## src/rtl/myo_spi_responder.sv

```systemverilog
// rtl/myo_spi_responder.sv - myocontrol SPI responder emulating one motor board; optional MYO_SPI_RESPONDER_CHECKSUM_EN
module myo_spi_responder #(
  parameter int unsigned FRAME_WORDS = 6,
  parameter int unsigned SYNC_STAGES = 2,
  parameter logic [15:0] HEADER_WORD = 16'h8000
) (
  input  logic        clock,
  input  logic        reset,
  input  logic        sck,
  input  logic        ss_n,
  input  logic        mosi,
  output logic        miso,
  input  logic [31:0] position,
  input  logic [15:0] velocity,
  input  logic [15:0] current,
  input  logic [15:0] displacement,
  output logic [15:0] pwm_ref,
  output logic        pwm_valid,
  output logic        frame_error,
  output logic        busy
);

`ifdef MYO_SPI_RESPONDER_CHECKSUM_EN
  localparam int unsigned FRAME_LEN = FRAME_WORDS + 1;
`else
  localparam int unsigned FRAME_LEN = FRAME_WORDS;
`endif

  typedef enum logic {S_IDLE, S_SHIFT} state_t;

  state_t state_q, state_d;

  logic [SYNC_STAGES-1:0] sck_sync_q, sck_sync_d;
  logic [SYNC_STAGES-1:0] ss_sync_q, ss_sync_d;
  logic [SYNC_STAGES-1:0] mosi_sync_q, mosi_sync_d;
  logic sck_prev_q, sck_prev_d;
  logic ss_prev_q, ss_prev_d;

  logic [3:0]  bit_cnt_q, bit_cnt_d;
  logic [3:0]  word_cnt_q, word_cnt_d;
  logic [14:0] rx_sr_q, rx_sr_d;
  logic [15:0] rx_word0_q, rx_word0_d;
  logic [14:0] tx_sr_q, tx_sr_d;
  logic        miso_q, miso_d;
  logic [31:0] pos_q, pos_d;
  logic [15:0] vel_q, vel_d;
  logic [15:0] cur_q, cur_d;
  logic [15:0] disp_q, disp_d;
  logic [15:0] pwm_ref_q, pwm_ref_d;
  logic        pwm_valid_q, pwm_valid_d;
  logic        frame_error_q, frame_error_d;
`ifdef MYO_SPI_RESPONDER_CHECKSUM_EN
  logic [15:0] rx_xor_q, rx_xor_d;
  logic [15:0] rx_chk_q, rx_chk_d;
  logic [15:0] tx_chk;
`endif

  logic        sck_s, ss_s, mosi_s;
  logic        sck_rise, sck_fall, ss_rise, ss_fall;
  logic [15:0] rx_word;
  logic [15:0] tx_next_word;
  logic        frame_ok;

  assign sck_s  = sck_sync_q[SYNC_STAGES-1];
  assign ss_s   = ss_sync_q[SYNC_STAGES-1];
  assign mosi_s = mosi_sync_q[SYNC_STAGES-1];

  assign sck_rise = sck_s & ~sck_prev_q;
  assign sck_fall = ~sck_s & sck_prev_q;
  assign ss_rise  = ss_s & ~ss_prev_q;
  assign ss_fall  = ~ss_s & ss_prev_q;

  assign rx_word = {rx_sr_q, mosi_s};

  // Shift the raw SPI pins into the system clock domain and keep one prior sample for edge detection
  always_comb begin
    sck_sync_d  = {sck_sync_q[SYNC_STAGES-2:0], sck};
    ss_sync_d   = {ss_sync_q[SYNC_STAGES-2:0], ss_n};
    mosi_sync_d = {mosi_sync_q[SYNC_STAGES-2:0], mosi};
    sck_prev_d  = sck_s;
    ss_prev_d   = ss_s;
  end

`ifdef MYO_SPI_RESPONDER_CHECKSUM_EN
  assign tx_chk = HEADER_WORD ^ pos_q[31:16] ^ pos_q[15:0] ^ vel_q ^ cur_q ^ disp_q;
`endif

  // Pick the TX word for the next word slot from the frozen status snapshot
  always_comb begin
    tx_next_word = 16'h0000;
    if ({1'b0, word_cnt_q} < 5'(FRAME_WORDS)) begin
      case (word_cnt_q)
        4'd0:    tx_next_word = HEADER_WORD;
        4'd1:    tx_next_word = pos_q[31:16];
        4'd2:    tx_next_word = pos_q[15:0];
        4'd3:    tx_next_word = vel_q;
        4'd4:    tx_next_word = cur_q;
        4'd5:    tx_next_word = disp_q;
        default: tx_next_word = 16'h0000;
      endcase
    end
`ifdef MYO_SPI_RESPONDER_CHECKSUM_EN
    else if ({1'b0, word_cnt_q} == 5'(FRAME_WORDS)) begin
      tx_next_word = tx_chk;
    end
`endif
  end

  // A frame is good only when it ends exactly on a word boundary after the expected word count
  always_comb begin
    frame_ok = ({1'b0, word_cnt_q} == 5'(FRAME_LEN)) && (bit_cnt_q == 4'd0);
`ifdef MYO_SPI_RESPONDER_CHECKSUM_EN
    frame_ok = frame_ok && (rx_chk_q == rx_xor_q);
`endif
  end

  // Frame FSM: select starts a frame, sck edges shift data, deselect judges the frame
  always_comb begin
    state_d       = state_q;
    bit_cnt_d     = bit_cnt_q;
    word_cnt_d    = word_cnt_q;
    rx_sr_d       = rx_sr_q;
    rx_word0_d    = rx_word0_q;
    tx_sr_d       = tx_sr_q;
    miso_d        = miso_q;
    pos_d         = pos_q;
    vel_d         = vel_q;
    cur_d         = cur_q;
    disp_d        = disp_q;
    pwm_ref_d     = pwm_ref_q;
    pwm_valid_d   = 1'b0;
    frame_error_d = 1'b0;
`ifdef MYO_SPI_RESPONDER_CHECKSUM_EN
    rx_xor_d      = rx_xor_q;
    rx_chk_d      = rx_chk_q;
`endif
    case (state_q)
      S_IDLE: begin
        miso_d = 1'b0;
        if (ss_fall) begin
          pos_d      = position;
          vel_d      = velocity;
          cur_d      = current;
          disp_d     = displacement;
          tx_sr_d    = HEADER_WORD[14:0];
          miso_d     = HEADER_WORD[15];
          bit_cnt_d  = 4'd0;
          word_cnt_d = 4'd0;
          rx_sr_d    = 15'd0;
`ifdef MYO_SPI_RESPONDER_CHECKSUM_EN
          rx_xor_d   = 16'h0000;
          rx_chk_d   = 16'h0000;
`endif
          state_d    = S_SHIFT;
        end
      end
      S_SHIFT: begin
        if (ss_rise) begin
          if (frame_ok) begin
            pwm_ref_d   = rx_word0_q;
            pwm_valid_d = 1'b1;
          end else begin
            frame_error_d = 1'b1;
          end
          miso_d  = 1'b0;
          state_d = S_IDLE;
        end else begin
          if (sck_rise) begin
            rx_sr_d   = rx_word[14:0];
            bit_cnt_d = bit_cnt_q + 4'd1;
            if (bit_cnt_q == 4'd15) begin
              if (word_cnt_q == 4'd0) begin
                rx_word0_d = rx_word;
              end
`ifdef MYO_SPI_RESPONDER_CHECKSUM_EN
              if ({1'b0, word_cnt_q} < 5'(FRAME_WORDS)) begin
                rx_xor_d = rx_xor_q ^ rx_word;
              end else if ({1'b0, word_cnt_q} == 5'(FRAME_WORDS)) begin
                rx_chk_d = rx_word;
              end
`endif
              if (word_cnt_q != 4'd15) begin
                word_cnt_d = word_cnt_q + 4'd1;
              end
            end
          end
          if (sck_fall) begin
            if (bit_cnt_q == 4'd0) begin
              tx_sr_d = tx_next_word[14:0];
              miso_d  = tx_next_word[15];
            end else begin
              tx_sr_d = {tx_sr_q[13:0], 1'b0};
              miso_d  = tx_sr_q[14];
            end
          end
        end
      end
      default: state_d = S_IDLE;
    endcase
  end

  // State and datapath registers; select synchroniser resets low so a frame open at reset release is skipped
  always_ff @(posedge clock) begin
    if (reset) begin
      state_q       <= S_IDLE;
      sck_sync_q    <= '0;
      ss_sync_q     <= '0;
      mosi_sync_q   <= '0;
      sck_prev_q    <= 1'b0;
      ss_prev_q     <= 1'b0;
      bit_cnt_q     <= 4'd0;
      word_cnt_q    <= 4'd0;
      rx_sr_q       <= 15'd0;
      rx_word0_q    <= 16'h0000;
      tx_sr_q       <= 15'd0;
      miso_q        <= 1'b0;
      pos_q         <= 32'h0;
      vel_q         <= 16'h0000;
      cur_q         <= 16'h0000;
      disp_q        <= 16'h0000;
      pwm_ref_q     <= 16'h0000;
      pwm_valid_q   <= 1'b0;
      frame_error_q <= 1'b0;
`ifdef MYO_SPI_RESPONDER_CHECKSUM_EN
      rx_xor_q      <= 16'h0000;
      rx_chk_q      <= 16'h0000;
`endif
    end else begin
      state_q       <= state_d;
      sck_sync_q    <= sck_sync_d;
      ss_sync_q     <= ss_sync_d;
      mosi_sync_q   <= mosi_sync_d;
      sck_prev_q    <= sck_prev_d;
      ss_prev_q     <= ss_prev_d;
      bit_cnt_q     <= bit_cnt_d;
      word_cnt_q    <= word_cnt_d;
      rx_sr_q       <= rx_sr_d;
      rx_word0_q    <= rx_word0_d;
      tx_sr_q       <= tx_sr_d;
      miso_q        <= miso_d;
      pos_q         <= pos_d;
      vel_q         <= vel_d;
      cur_q         <= cur_d;
      disp_q        <= disp_d;
      pwm_ref_q     <= pwm_ref_d;
      pwm_valid_q   <= pwm_valid_d;
      frame_error_q <= frame_error_d;
`ifdef MYO_SPI_RESPONDER_CHECKSUM_EN
      rx_xor_q      <= rx_xor_d;
      rx_chk_q      <= rx_chk_d;
`endif
    end
  end

  assign miso        = miso_q;
  assign pwm_ref     = pwm_ref_q;
  assign pwm_valid   = pwm_valid_q;
  assign frame_error = frame_error_q;
  assign busy        = (state_q == S_SHIFT);

endmodule

```

## config.mk

```make
export PLATFORM = sky130hd
export DESIGN_NAME = myo_spi_responder
export DESIGN_NICKNAME = d
export VERILOG_FILES = /design/src/rtl/myo_spi_responder.sv
export SDC_FILE = /design/constraint.sdc
export NUM_CORES = 1
export LEC_CHECK = 0
export CORE_ASPECT_RATIO = 1.1
export CORE_MARGIN = 5
export CORE_UTILIZATION = 57
export CTS_CLUSTER_DIAMETER = 150
export CTS_CLUSTER_SIZE = 20
export DETAILED_ROUTE_END_ITERATION = 10
export GPL_ROUTABILITY_DRIVEN = 0
export PLACE_DENSITY_LB_ADDON = 0.1
export SYNTH_ARGS = -nofsm -noshare
export SYNTH_HDL_FRONTEND = slang
export SYNTH_SLANG_ARGS = --single-unit
```

## constraint.sdc

```tcl
create_clock -name clock -period 4.9 [get_ports clock]
set_clock_uncertainty 0.2 [all_clocks]
set_input_delay 0.98 -clock clock [delete_from_list [all_inputs] [get_ports clock]]
set_output_delay 0.98 -clock clock [all_outputs]
set_load 0.05 [all_outputs]
```

Word level (Yosys, flattened, before mapping)
Index checks and enable logic that the tools add are counted.
{ "word_totals": {"input_bits": 85, "out_inout_bits": 20, "word_cells": 85, "ff_bits": 162} }
{ "classes": {"bitwise": 10, "eq_ne": 15, "magnitude_cmp": 1, "reduce_logical": 10, "n_addsub": 2, "n_mux": 28} }
{ "op_table": {"columns": ["operator", "count"], "rows": [
  ["16-bit one-hot mux with 6 select lines", 1],
  ["15-bit 2-to-1 mux", 6],
  ["15-bit one-hot mux with 2 select lines", 2],
  ["4-bit 2-to-1 mux", 7],
  ["16-bit 2-to-1 mux", 1],
  ["4-bit one-hot mux with 2 select lines", 2],
  ["4-bit by 3-bit == test with 1-bit output (second input constant)", 3],
  ["5-bit AND reduction", 2],
  ["3-bit AND reduction", 3],
  ["4-bit by 1-bit adder with 4-bit output (second input constant)", 2],
  ["4-bit by 2-bit == test with 1-bit output (second input constant)", 2],
  ["4-bit zero test", 2],
  ["2-bit by 1-bit inequality test with 1-bit output (second input constant)", 4],
  ["1-bit 2-to-1 mux", 7],
  ["1-bit NOT", 6],
  ["1-bit AND", 4],
  ["4-bit by 1-bit == test with 1-bit output (second input constant)", 1],
  ["4-bit == test (second input constant)", 1],
  ["4-bit by 3-bit < comparator with 1-bit output (second input constant)", 1],
  ["2-bit inequality test (second input constant)", 2],
  ["4-bit inequality test (second input constant)", 1],
  ["1-bit one-hot mux with 2 select lines", 2],
  ["3-bit by 1-bit inequality test with 1-bit output (second input constant)", 1],
  ["3-bit OR reduction", 1],
  ["other kinds (2)", 2]
]} }

Longest topological paths before layout
Gate-level depths: netlist of run 1.
{ "logic_depth": {"depth_word": 7, "ltp_mapped": 9, "ltp_nobuf": 6} }

Least setup slack after synthesis of run 1
Ideal clock, no wire load.
{ "synth_timing": {"path_kind": "input to register", "from": "input port reset", "to": "register bit_cnt_q[2]", "slack_ns": 2.635, "n_path_buf": 1, "setup_time_ns": 0.060, "path_stages": 4, "arrival_ns": 2.005, "required_time_ns": 4.640, "cell_sequence": "clkbuf_1 -> nor2_1 -> or4b_2 -> nand2_1"} }
{ "synth_lines": {"columns": ["item", "line_no", "source"], "rows": [
  ["start: declaration", "8", "input logic reset,"],
  ["end signal: assignment", "235", "bit_cnt_q <= bit_cnt_d;"],
  ["end: declaration", "39", "logic [3:0] bit_cnt_q, bit_cnt_d;"]
]} }

Worst setup path after layout of run 1
{ "layout_timing": {"from": "register state_q (netlist: busy)", "to": "output port busy"} }
{ "layout_lines": {"columns": ["item", "line_no", "source"], "rows": [
  ["start: declaration", "31", "state_t state_q, state_d;"],
  ["start signal: assignment", "229", "state_q <= state_d;"],
  ["end: declaration", "20", "output logic busy"]
]} }
No word-level cell between the ends.

==> reports/qor.txt, run 1 <==
final worst-path cycle share -> 0.630
Setup WS pre-CTS -> 1.85 ns
drt via density -> 5.72
Synth Area in XOR/XNOR -> 0.00135
peak supply drop -> 0.000203 V
flip-flop and latch area -> 3240 sq um
number of synthesized flops with an enable pin -> 0
Highest Signal Layer -> met4
DRT met1 WL -> 6.15 mm
CTS clk-pin slew, worst paths -> 0.06 ns
final worst slack -> 1.81 ns
1st-pass router iterations -> 5
most frequent cell after synthesis -> nand2_1
worst-skew pair later-pin latency -> 0.42 ns
beginning of the critical path -> busy
power per cell area -> 339 nW/um^2
max-slew violation count -> 0
Simple-Gate Fraction of Synth Area -> 0.191
final WL -> 15.9 mm
main combinational cell family by area after synthesis -> compound AO/OA/AOI/OAI gates
crit end category -> primary output
Worst EP arrival -> 1.91 ns
DR WL/cell -> 15.6 um
Routed Antenna Nets -> 0
setup TNS -> 0 ns
number of CTS-inserted buffers -> 17
diode count -> 0
RSZ-0062 raised after global routing -> no
# Post-CTS Setup Buffers -> 0
fraction of layout instances using a drive strength above 1 -> 0.0518
Die Area -> 13700 sq um
largest net degree at the start of global routing -> 105
critical-path maximum fanout -> 31
CP peak stage delay -> 0.88 ns
Buf/Inv on CP -> 2
Starting Density -> 0.574
Synth warnings -> 0
footprint of the multi-input gates -> 2960 sq um
Reg2Reg Depth -> 6
post-layout min period -> 3.09 ns
Synth Flop Type -> dfxtp_1
top-area cell type share of the netlist area -> 0.498
hold path start -> sck_sync_q[0]
worst slew margin relative to its limit -> 0.203
Synth Area in Adders -> 0.0115
Unique masters post-synth -> 42
core box area -> 11300 sq um
post-synthesis mux area share -> 0.0261
CP startpoint kind -> flip-flop
Crit Path Category -> reg2out
sequential area share after synthesis -> 0.498
Met3 Routed Length -> 759 um
port bufs -> 104
H-tree Lvls -> 4
syn_nets -> 888
cell count after placement -> 988
post_cts resized -> 0
Least-Margin Pin Slew -> 1.20 ns
CTS tree -> yes
Synth Area in Compound Gates -> 0.222
Area after DPL -> 7530 sq um
DRT iter0 DRCs -> 429
delay-heaviest family, CP -> buffers and inverters
fin area -> 8090 sq um
area leader, netlist -> dfxtp_1
total track usage -> 0.234
FFs w/ async S/R, synth -> 0
r2r setup slk -> 2.33 ns
vias in the first global route -> 5660
WP data required -> 3.72 ns
f_max -> 324 MHz
number of cell rows -> 41
Cell Count, Final, Fillers Out -> 1018
width of the die -> 112 um
metal2 WL -> 8.67 mm
vias post-DR -> 5818
endpoints failing setup -> 0
CTS sink count -> 162
hold endpoint -> sck_sync_q[1]
Hold WC Path Type -> reg2reg
Max-cap violations -> 0
Synth Register Bits -> 162
# DRC -> 0
IO Count -> 105
root buffer cell -> clkbuf_16
Mapped Area -> 6510 sq um
initial antenna violation count -> 0
Worst path slowest cell -> clkdlybuf4s50_1
Layout Utilization -> 0.714
CP cell instances -> buf_4 -> clkdlybuf4s50_1
worst r2r dst -> tx_sr_q[3]
gr ovfl total -> 0
final hold violations -> 0
status -> completed
HPWL after DPL -> 10.9 mm
# fillers -> 908
Area contributors post-synth -> dfxtp_1, nand2_1, a21oi_1
cts hold-fix bufs -> 0
die height -> 122 um
leak pwr -> 2.62 nW
most frequent cells after synthesis -> nand2_1, dfxtp_1, a21oi_1
Mean Syn Cell Area -> 8.17 sq um
area growth from synthesis to layout -> 24.3%
hold path depth -> 1
WHS -> 0.237 ns
CTS max path bufs -> 2
reg2reg start -> bit_cnt_q[0]
Tot Pwr -> 2.74 mW
first-pass GRT wire length -> 26.0 mm
Post-Syn Instances -> 797
Final #Nets -> 948
-- cell usage in the layout, fill, tap and decap left out, types with 2 or more instances in the layout --
cell and instances:
clkdlybuf4s50_1 103, nor2b_1 12, clkbuf_1 3, clkinv_2 2, a311oi_1 14, or3_1 2, nand3_1 36, nand2_1 198
dfxtp_1 162, clkinv_4 2, o211ai_1 3, a221o_1 14, clkbuf_16 17, and3_1 4, nor3_1 3, bufinv_16 2
a21oi_1 147, nand2b_1 3, a22oi_1 30, a221oi_1 2, nand4_1 3, o21ai_0 24, buf_4 12, mux2i_1 17
ha_1 6, inv_1 6, nor2_1 20, clkinvlp_4 3
-- sequential cells by signal (all words and copies together), names as in the netlist --
name         count
pwm_ref         16
ss_sync_q        2
mosi_sync_q      2
disp_q          16
ss_prev_q        1
miso             1
bit_cnt_q        4
cur_q           16
word_cnt_q       4
sck_sync_q       2
sck_prev_q       1
rx_sr_q         15
vel_q           16
rx_word0_q      16
frame_error      1
pwm_valid        1
pos_q           32
busy             1
tx_sr_q         15
-- layout make-up --
class / instances / area share
clock buffer: 21 / 0.0557
clock inverter: 9 / 0.0136
inverter: 6 / 0.00278
multi-input combinational: 555 / 0.365
sequential: 162 / 0.401
tap: 150 / 0.0232
timing repair buffer: 115 / 0.139
-- power breakdown --
group / total [mW] / switching [mW] / internal, mW
logic: 0.142 / 0.0649 / 0.0768
registers: 1.34 / 0.00957 / 1.33
clock network: 1.26 / 0.502 / 0.756
-- worst max path at each step --
stage	end	slack, ns	cells after the start
finish	busy	1.81	2
global route	busy	1.74	2
CTS	busy	1.80	2
detailed placement	tx_sr_q[0]	1.85	5
global placement	tx_sr_q[0]	1.88	5
floorplan	bit_cnt_q[2]	2.64	4
-- layer usage --
layer | global-route usage | vias up
met3 | 0.0522 | 30
met2 | 0.434 | 180
met5 | 0 | -
met4 | 0.0897 | 0
li1 | - | 2893
met1 | 0.260 | 2715
-- logic make-up after synthesis --
family          Yosys count
fa+ha+maj                 6
compound gates          241
simple gates            290
xor+xnor                  1
flops                   162
buf+inv                  80
mux                      17
Note: power is estimated with default switching activity, not from simulation.
==> inputs of run 2 (changes only) <==
CORE_UTILIZATION = 53   (was 57)
clock period = 3.1 ns   (was 4.9 ns; I/O delays follow)
==> run 2 against run 1 <==
- sequential cell count unchanged
- final cell count up 1.1%
- clock-buffer cell count up 2
- die area up 6.9%
- critical path type unchanged
- largest cell class unchanged
- largest power group unchanged
==> reports/qor.txt, run 2 (synthesis gave the netlist of run 1 again) <==
status -> completed (unchanged)
Crit Path Category -> reg2out (unchanged)
power per cell area -> 525 nW/um^2 (was 339 nW/um^2)
initial antenna violation count -> 0 (unchanged)
Routed Antenna Nets -> 0 (unchanged)
largest net degree at the start of global routing -> 84 (was 105)
RSZ-0062 raised after global routing -> no (unchanged)
Starting Density -> 0.541 (was 0.574)
HPWL after DPL -> 11.1 mm (was 10.9 mm)
CP cell instances -> clkdlybuf4s50_1 (was buf_4 -> clkdlybuf4s50_1)
CP peak stage delay -> 0.83 ns (was 0.88 ns)
final worst-path cycle share -> 0.786
root buffer cell -> clkbuf_16 (unchanged)
commonest non-fill, non-tap cell in the layout -> nand2_1 (unchanged)
beginning of the critical path -> miso (was busy)
number of flip-flops in the largest register -> 32 (unchanged)
Least-Margin Pin Slew -> 0.959 ns (was 1.20 ns)
endpoints failing setup -> 0 (unchanged)
number of cell rows -> 42 (was 41)
final hold violations -> 0 (unchanged)
fin area -> 8130 sq um (was 8090 sq um)
DRT iter0 DRCs -> 395 (was 429)
Max-cap violations -> 0 (unchanged)
most frequent cells in the layout -> nand2_1, dfxtp_1, a21oi_1 (unchanged)
Die Area -> 14600 sq um (was 13700 sq um)
post_cts resized -> 0 (unchanged)
first-pass GRT wire length -> 25.9 mm (was 26.0 mm)
reg2reg start -> bit_cnt_q[0] (unchanged)
WP data required -> 2.28 ns (was 3.72 ns)
fraction of layout instances using a drive strength above 1 -> 0.0617 (was 0.0518)
H-tree Lvls -> 4 (unchanged)
setup TNS -> 0 ns (unchanged)
Hold WC Path Type -> reg2reg (unchanged)
die height -> 126 um (was 122 um)
Area after DPL -> 7580 sq um (was 7530 sq um)
leak pwr -> 2.65 nW (was 2.62 nW)
worst r2r dst -> tx_sr_q[3] (unchanged)
crit path capture -> miso (was busy)
worst slew margin relative to its limit -> 0.361 (was 0.203)
critical-path maximum fanout -> 2 (was 31)
1st-pass router iterations -> 5 (unchanged)
diode count -> 0 (unchanged)
worst-skew pair later-pin latency -> 0.42 ns (about the same)
Final #Nets -> 954 (was 948)
vias in the first global route -> 5607 (was 5660)
CTS sink count -> 162 (unchanged)
CTS tree -> yes (unchanged)
crit end category -> primary output (unchanged)
r2r setup slk -> 0.80 ns (was 2.33 ns)
# Post-CTS Setup Buffers -> 0 (unchanged)
total track usage -> 0.221 (was 0.234)
drt via density -> 5.60 (was 5.72)
Buf/Inv on CP -> 1 (was 2)
largest register by flop count -> pos_q (unchanged)
max-slew violation count -> 0 (unchanged)
# fillers -> 1011 (was 908)
vias post-DR -> 5763 (was 5818)
CP startpoint kind -> flip-flop (unchanged)
gr ovfl total -> 0 (unchanged)
Worst path slowest cell -> clkdlybuf4s50_1 (unchanged)
area growth from synthesis to layout -> 24.9% (was 24.3%)
final WL -> 15.9 mm (about the same)
cts hold-fix bufs -> 0 (unchanged)
Worst EP arrival -> 1.62 ns (was 1.91 ns)
DR WL/cell -> 15.5 um (was 15.6 um)
CTS max path bufs -> 2 (unchanged)
Reg2Reg Depth -> 6 (unchanged)
delay-heaviest family, CP -> buffers and inverters (unchanged)
port bufs -> 104 (unchanged)
peak supply drop -> 0.000337 V (was 0.000203 V)
CTS clk-pin slew, worst paths -> 0.06 ns (about the same)
core box area -> 12000 sq um (was 11300 sq um)
number of CTS-inserted buffers -> 17 (unchanged)
post-layout min period -> 2.44 ns
# DRC -> 0 (unchanged)
WP depth -> 1 (was 2)
IO Count -> 105 (unchanged)
width of the die -> 116 um (was 112 um)
f_max -> 410 MHz
## run 2: cell types whose count changed in the layout (fill, tap and decap cells not counted)
cell / before / now
clkinv_4: 2 / 1
buf_4: 12 / 18
clkbuf_1: 3 / 1
clkbuf_8: 1 / 5
inv_6: 0 / 1
bufinv_16: 2 / 0
clkinv_2: 2 / 4
clkinvlp_4: 3 / 2
## run 2: how the worst min path moves through the flow
stage                         from        endpoint  slack [ns]  depth (start not counted)
CTS                          reset        pos_q[1]        0.22                          2
global placement     sck_sync_q[0]   sck_sync_q[1]        0.22                          1
floorplan           mosi_sync_q[0]  mosi_sync_q[1]        0.21                          1
detailed placement  mosi_sync_q[0]  mosi_sync_q[1]        0.23                          1
finish              mosi_sync_q[0]  mosi_sync_q[1]        0.24                          1
global route                 reset        pos_q[1]        0.24                          2
## run 2: layout make-up
cell class	instances	area (sq um)	share of cell area
clock inverter	8	52.6	0.00646
tap	154	193	0.0237
clock buffer	23	498	0.0612
sequential	162	3240	0.399
multi-input combinational	555	2960	0.364
inverter	6	22.5	0.00277
timing repair buffer	121	1170	0.143
## run 2: power breakdown
part	internal [mW]	total, mW	switching [mW]
Sequential	2.11	2.12	0.0150
Combinational	0.123	0.225	0.102
Clock	1.12	1.92	0.801
Total	3.36	4.27	0.919
## run 2: metal layers
metal | global-route usage | wire (um) | vias to the layer above
met3 | 0.0398 | 634 | 40
li1 | - | - | 2898
met2 | 0.400 | 8540 | 144
met5 | 0 | 0 | -
met1 | 0.248 | 6250 | 2681
met4 | 0.105 | 501 | 0
## run 2: worst register-to-register path, stage by stage (launching register included)
cell	delay (ns)
dfxtp_1	0.33
inv_1	0.10
ha_1	0.14
or3b_1	0.42
a211o_4	0.42
a221o_1	0.30
a311oi_1	0.29
## run 2: metrics by stage
step | cells | hold WS, ns | total power [mW] | setup WS (ns) | utilization
floorplan | 797 | 0.214 | 2.26 | 0.856 | -
global placement | 998 | 0.217 | 2.39 | 0.896 | 0.630
detailed placement | 998 | 0.229 | 2.40 | 0.798 | 0.630
CTS | 1029 | 0.224 | 4.30 | 0.651 | 0.676
global route | 1029 | 0.240 | 4.41 | 0.615 | 0.676
finish | 1029 | 0.237 | 4.27 | 0.663 | 0.676
==> inputs of run 3 (changes only) <==
clock period = 2.54 ns   (was 3.1 ns; I/O delays follow)
==> run 3 against run 2 <==
- routed wire length up 1.3%
- critical path type is now reg2reg
- clock-buffer cell count is 1 higher
- core utilization increased by 0.62 points
- total power increased by 25%
- largest power group unchanged
- register-to-register slack got worse by 0.63 ns
- global-route usage is 0.32 points higher
==> reports/qor.txt, run 3 (synthesis gave the netlist of run 1 again) <==
status -> completed (unchanged)
initial antenna violation count -> 0 (unchanged)
number of flip-flops in the largest register -> 32 (unchanged)
cts hold-fix bufs -> 0 (unchanged)
core box area -> 12000 sq um (unchanged)
IO Count -> 105 (unchanged)
CTS tree -> yes (unchanged)
Starting Density -> 0.541 (unchanged)
width of the die -> 116 um (unchanged)
delay-heaviest family, CP -> compound AO/OA/AOI/OAI gates (was buffers and inverters)
vias in the first global route -> 5708 (was 5607)
Final #Nets -> 958 (was 954)
DRT iter0 DRCs -> 513 (was 395)
hold path start -> mosi_sync_q[0] (unchanged)
largest net degree at the start of global routing -> 84 (unchanged)
most frequent cells in the layout -> nand2_1, dfxtp_1, a21oi_1 (unchanged)
final worst-path cycle share -> 0.933
# DRC -> 0 (unchanged)
1st-pass router iterations -> 5 (unchanged)
beginning of the critical path -> bit_cnt_q[0] (was miso)
# fillers -> 1012 (was 1011)
Max-cap violations -> 0 (unchanged)
Reg2Reg Depth -> 6 (unchanged)
CP peak stage delay -> 0.49 ns (was 0.83 ns)
endpoints failing setup -> 0 (unchanged)
WP depth -> 6 (was 1)
CTS max path bufs -> 2 (unchanged)
number of cell rows -> 42 (unchanged)
Setup WS pre-CTS -> 0.205 ns (was 0.798 ns)
Buf/Inv on CP -> 1 (unchanged)
largest register by flop count -> pos_q (unchanged)
hold path depth -> 1 (unchanged)
CP startpoint kind -> flip-flop (unchanged)
total track usage -> 0.224 (was 0.221)
peak supply drop -> 0.000430 V (was 0.000337 V)
root buffer cell -> clkbuf_16 (unchanged)
CP cell instances -> inv_1 -> ha_1 -> or3b_1 -> a211o_4 -> a221o_1 -> a311oi_1 (was clkdlybuf4s50_1)
fraction of layout instances using a drive strength above 1 -> 0.0616 (was 0.0617)
final hold violations -> 0 (unchanged)
post_cts resized -> 0 (unchanged)
gr ovfl total -> 0 (unchanged)
area growth from synthesis to layout -> 26.1% (was 24.9%)
port bufs -> 104 (unchanged)
Worst EP arrival -> 2.49 ns (was 1.62 ns)
diode count -> 0 (unchanged)
r2r setup slk -> 0.17 ns (was 0.80 ns)
critical-path maximum fanout -> 15 (was 2)
first-pass GRT wire length -> 26.4 mm (was 25.9 mm)
die height -> 126 um (unchanged)
CTS clk-pin slew, worst paths -> 0.06 ns (about the same)
leak pwr -> 2.69 nW (was 2.65 nW)
Crit Path Category -> reg2reg (was reg2out)
worst slew margin relative to its limit -> 0.452 (was 0.361)
final worst slack -> 0.171 ns (was 0.663 ns)
f_max -> 422 MHz
final WL -> 16.1 mm (was 15.9 mm)
Routed Antenna Nets -> 0 (unchanged)
DR WL/cell -> 15.6 um (was 15.5 um)
drt via density -> 5.67 (was 5.60)
Tot Pwr -> 5.32 mW (was 4.27 mW)
Hold WC Path Type -> reg2reg (unchanged)
Worst path slowest cell -> or3b_1 (was clkdlybuf4s50_1)
# Post-CTS Setup Buffers -> 0 (unchanged)
CTS sink count -> 162 (unchanged)
HPWL after DPL -> 11.2 mm (was 11.1 mm)
H-tree Lvls -> 4 (unchanged)
WP data required -> 2.66 ns (was 2.28 ns)
worst-skew pair later-pin latency -> 0.42 ns (about the same)
post-layout min period -> 2.37 ns
worst r2r dst -> tx_sr_q[5] (was tx_sr_q[3])
vias post-DR -> 5845 (was 5763)
reg2reg start -> bit_cnt_q[0] (unchanged)
Least-Margin Pin Slew -> 0.818 ns (was 0.959 ns)
Die Area -> 14600 sq um (unchanged)
commonest non-fill, non-tap cell in the layout -> nand2_1 (unchanged)
RSZ-0062 raised after global routing -> no (unchanged)
crit end category -> flip-flop (was primary output)
crit path capture -> tx_sr_q[5] (was miso)
number of CTS-inserted buffers -> 17 (unchanged)
max-slew violation count -> 0 (unchanged)
power per cell area -> 649 nW/um^2 (was 525 nW/um^2)
setup TNS -> 0 ns (unchanged)
[run 3: cell count changes in the layout (fill, tap and decap cells not counted), sizes merged]
cell | before | now
clkdlybuf4s50 | 103 | 102
buf | 18 | 23
clkinv | 5 | 3
inv | 7 | 6
bufinv | 0 | 2
clkinvlp | 2 | 0
clkbuf | 23 | 24
[run 3: power by group]
part           internal, mW  switching [mW]  total, mW
Sequential             2.57          0.0192       2.59
Combinational         0.154           0.125      0.280
Clock                  1.51           0.945       2.45
Total                  4.24            1.09       5.32
[run 3: stage by stage]
step	utilization	std cells	cell area, sq um	hold WS, ns
global route	0.682	1031	8210	0.252
floorplan	-	797	6510	0.214
finish	0.682	1031	8210	0.233
CTS	0.682	1031	8210	0.236
detailed placement	0.635	1002	7650	0.223
global placement	0.635	1002	7650	0.220
[run 3: worst reg2reg max path, cell delays in order (launching register included)]
cell and delay [ns]:
dfxtp_1 0.32, inv_1 0.09, ha_1 0.15, or3b_1 0.49
a211o_4 0.44, a221o_1 0.28, a311oi_1 0.28
[run 3: worst min-delay path by stage]
stage	slack (ns)	to
after CTS	0.24	mosi_sync_q[1]
after global routing	0.25	mosi_sync_q[1]
after global placement	0.22	ss_sync_q[1]
final	0.23	mosi_sync_q[1]
after detailed placement	0.22	mosi_sync_q[1]
after floorplan	0.21	mosi_sync_q[1]
[run 3: layout make-up]
class	instances	area (sq um)	share of cell area
well taps	154	193	0.0235
flip-flops and latches	162	3240	0.395
clock inverters	5	78.8	0.00960
clock buffers	24	482	0.0587
inverters	6	22.5	0.00274
repair buffers	125	1230	0.150
multi-input cells	555	2960	0.360
[run 3: metal layers]
layer | GRT usage | wire length (um)
met5 | 0 | 0
met3 | 0.0489 | 817
met4 | 0.120 | 665
met1 | 0.248 | 6180
met2 | 0.396 | 8460
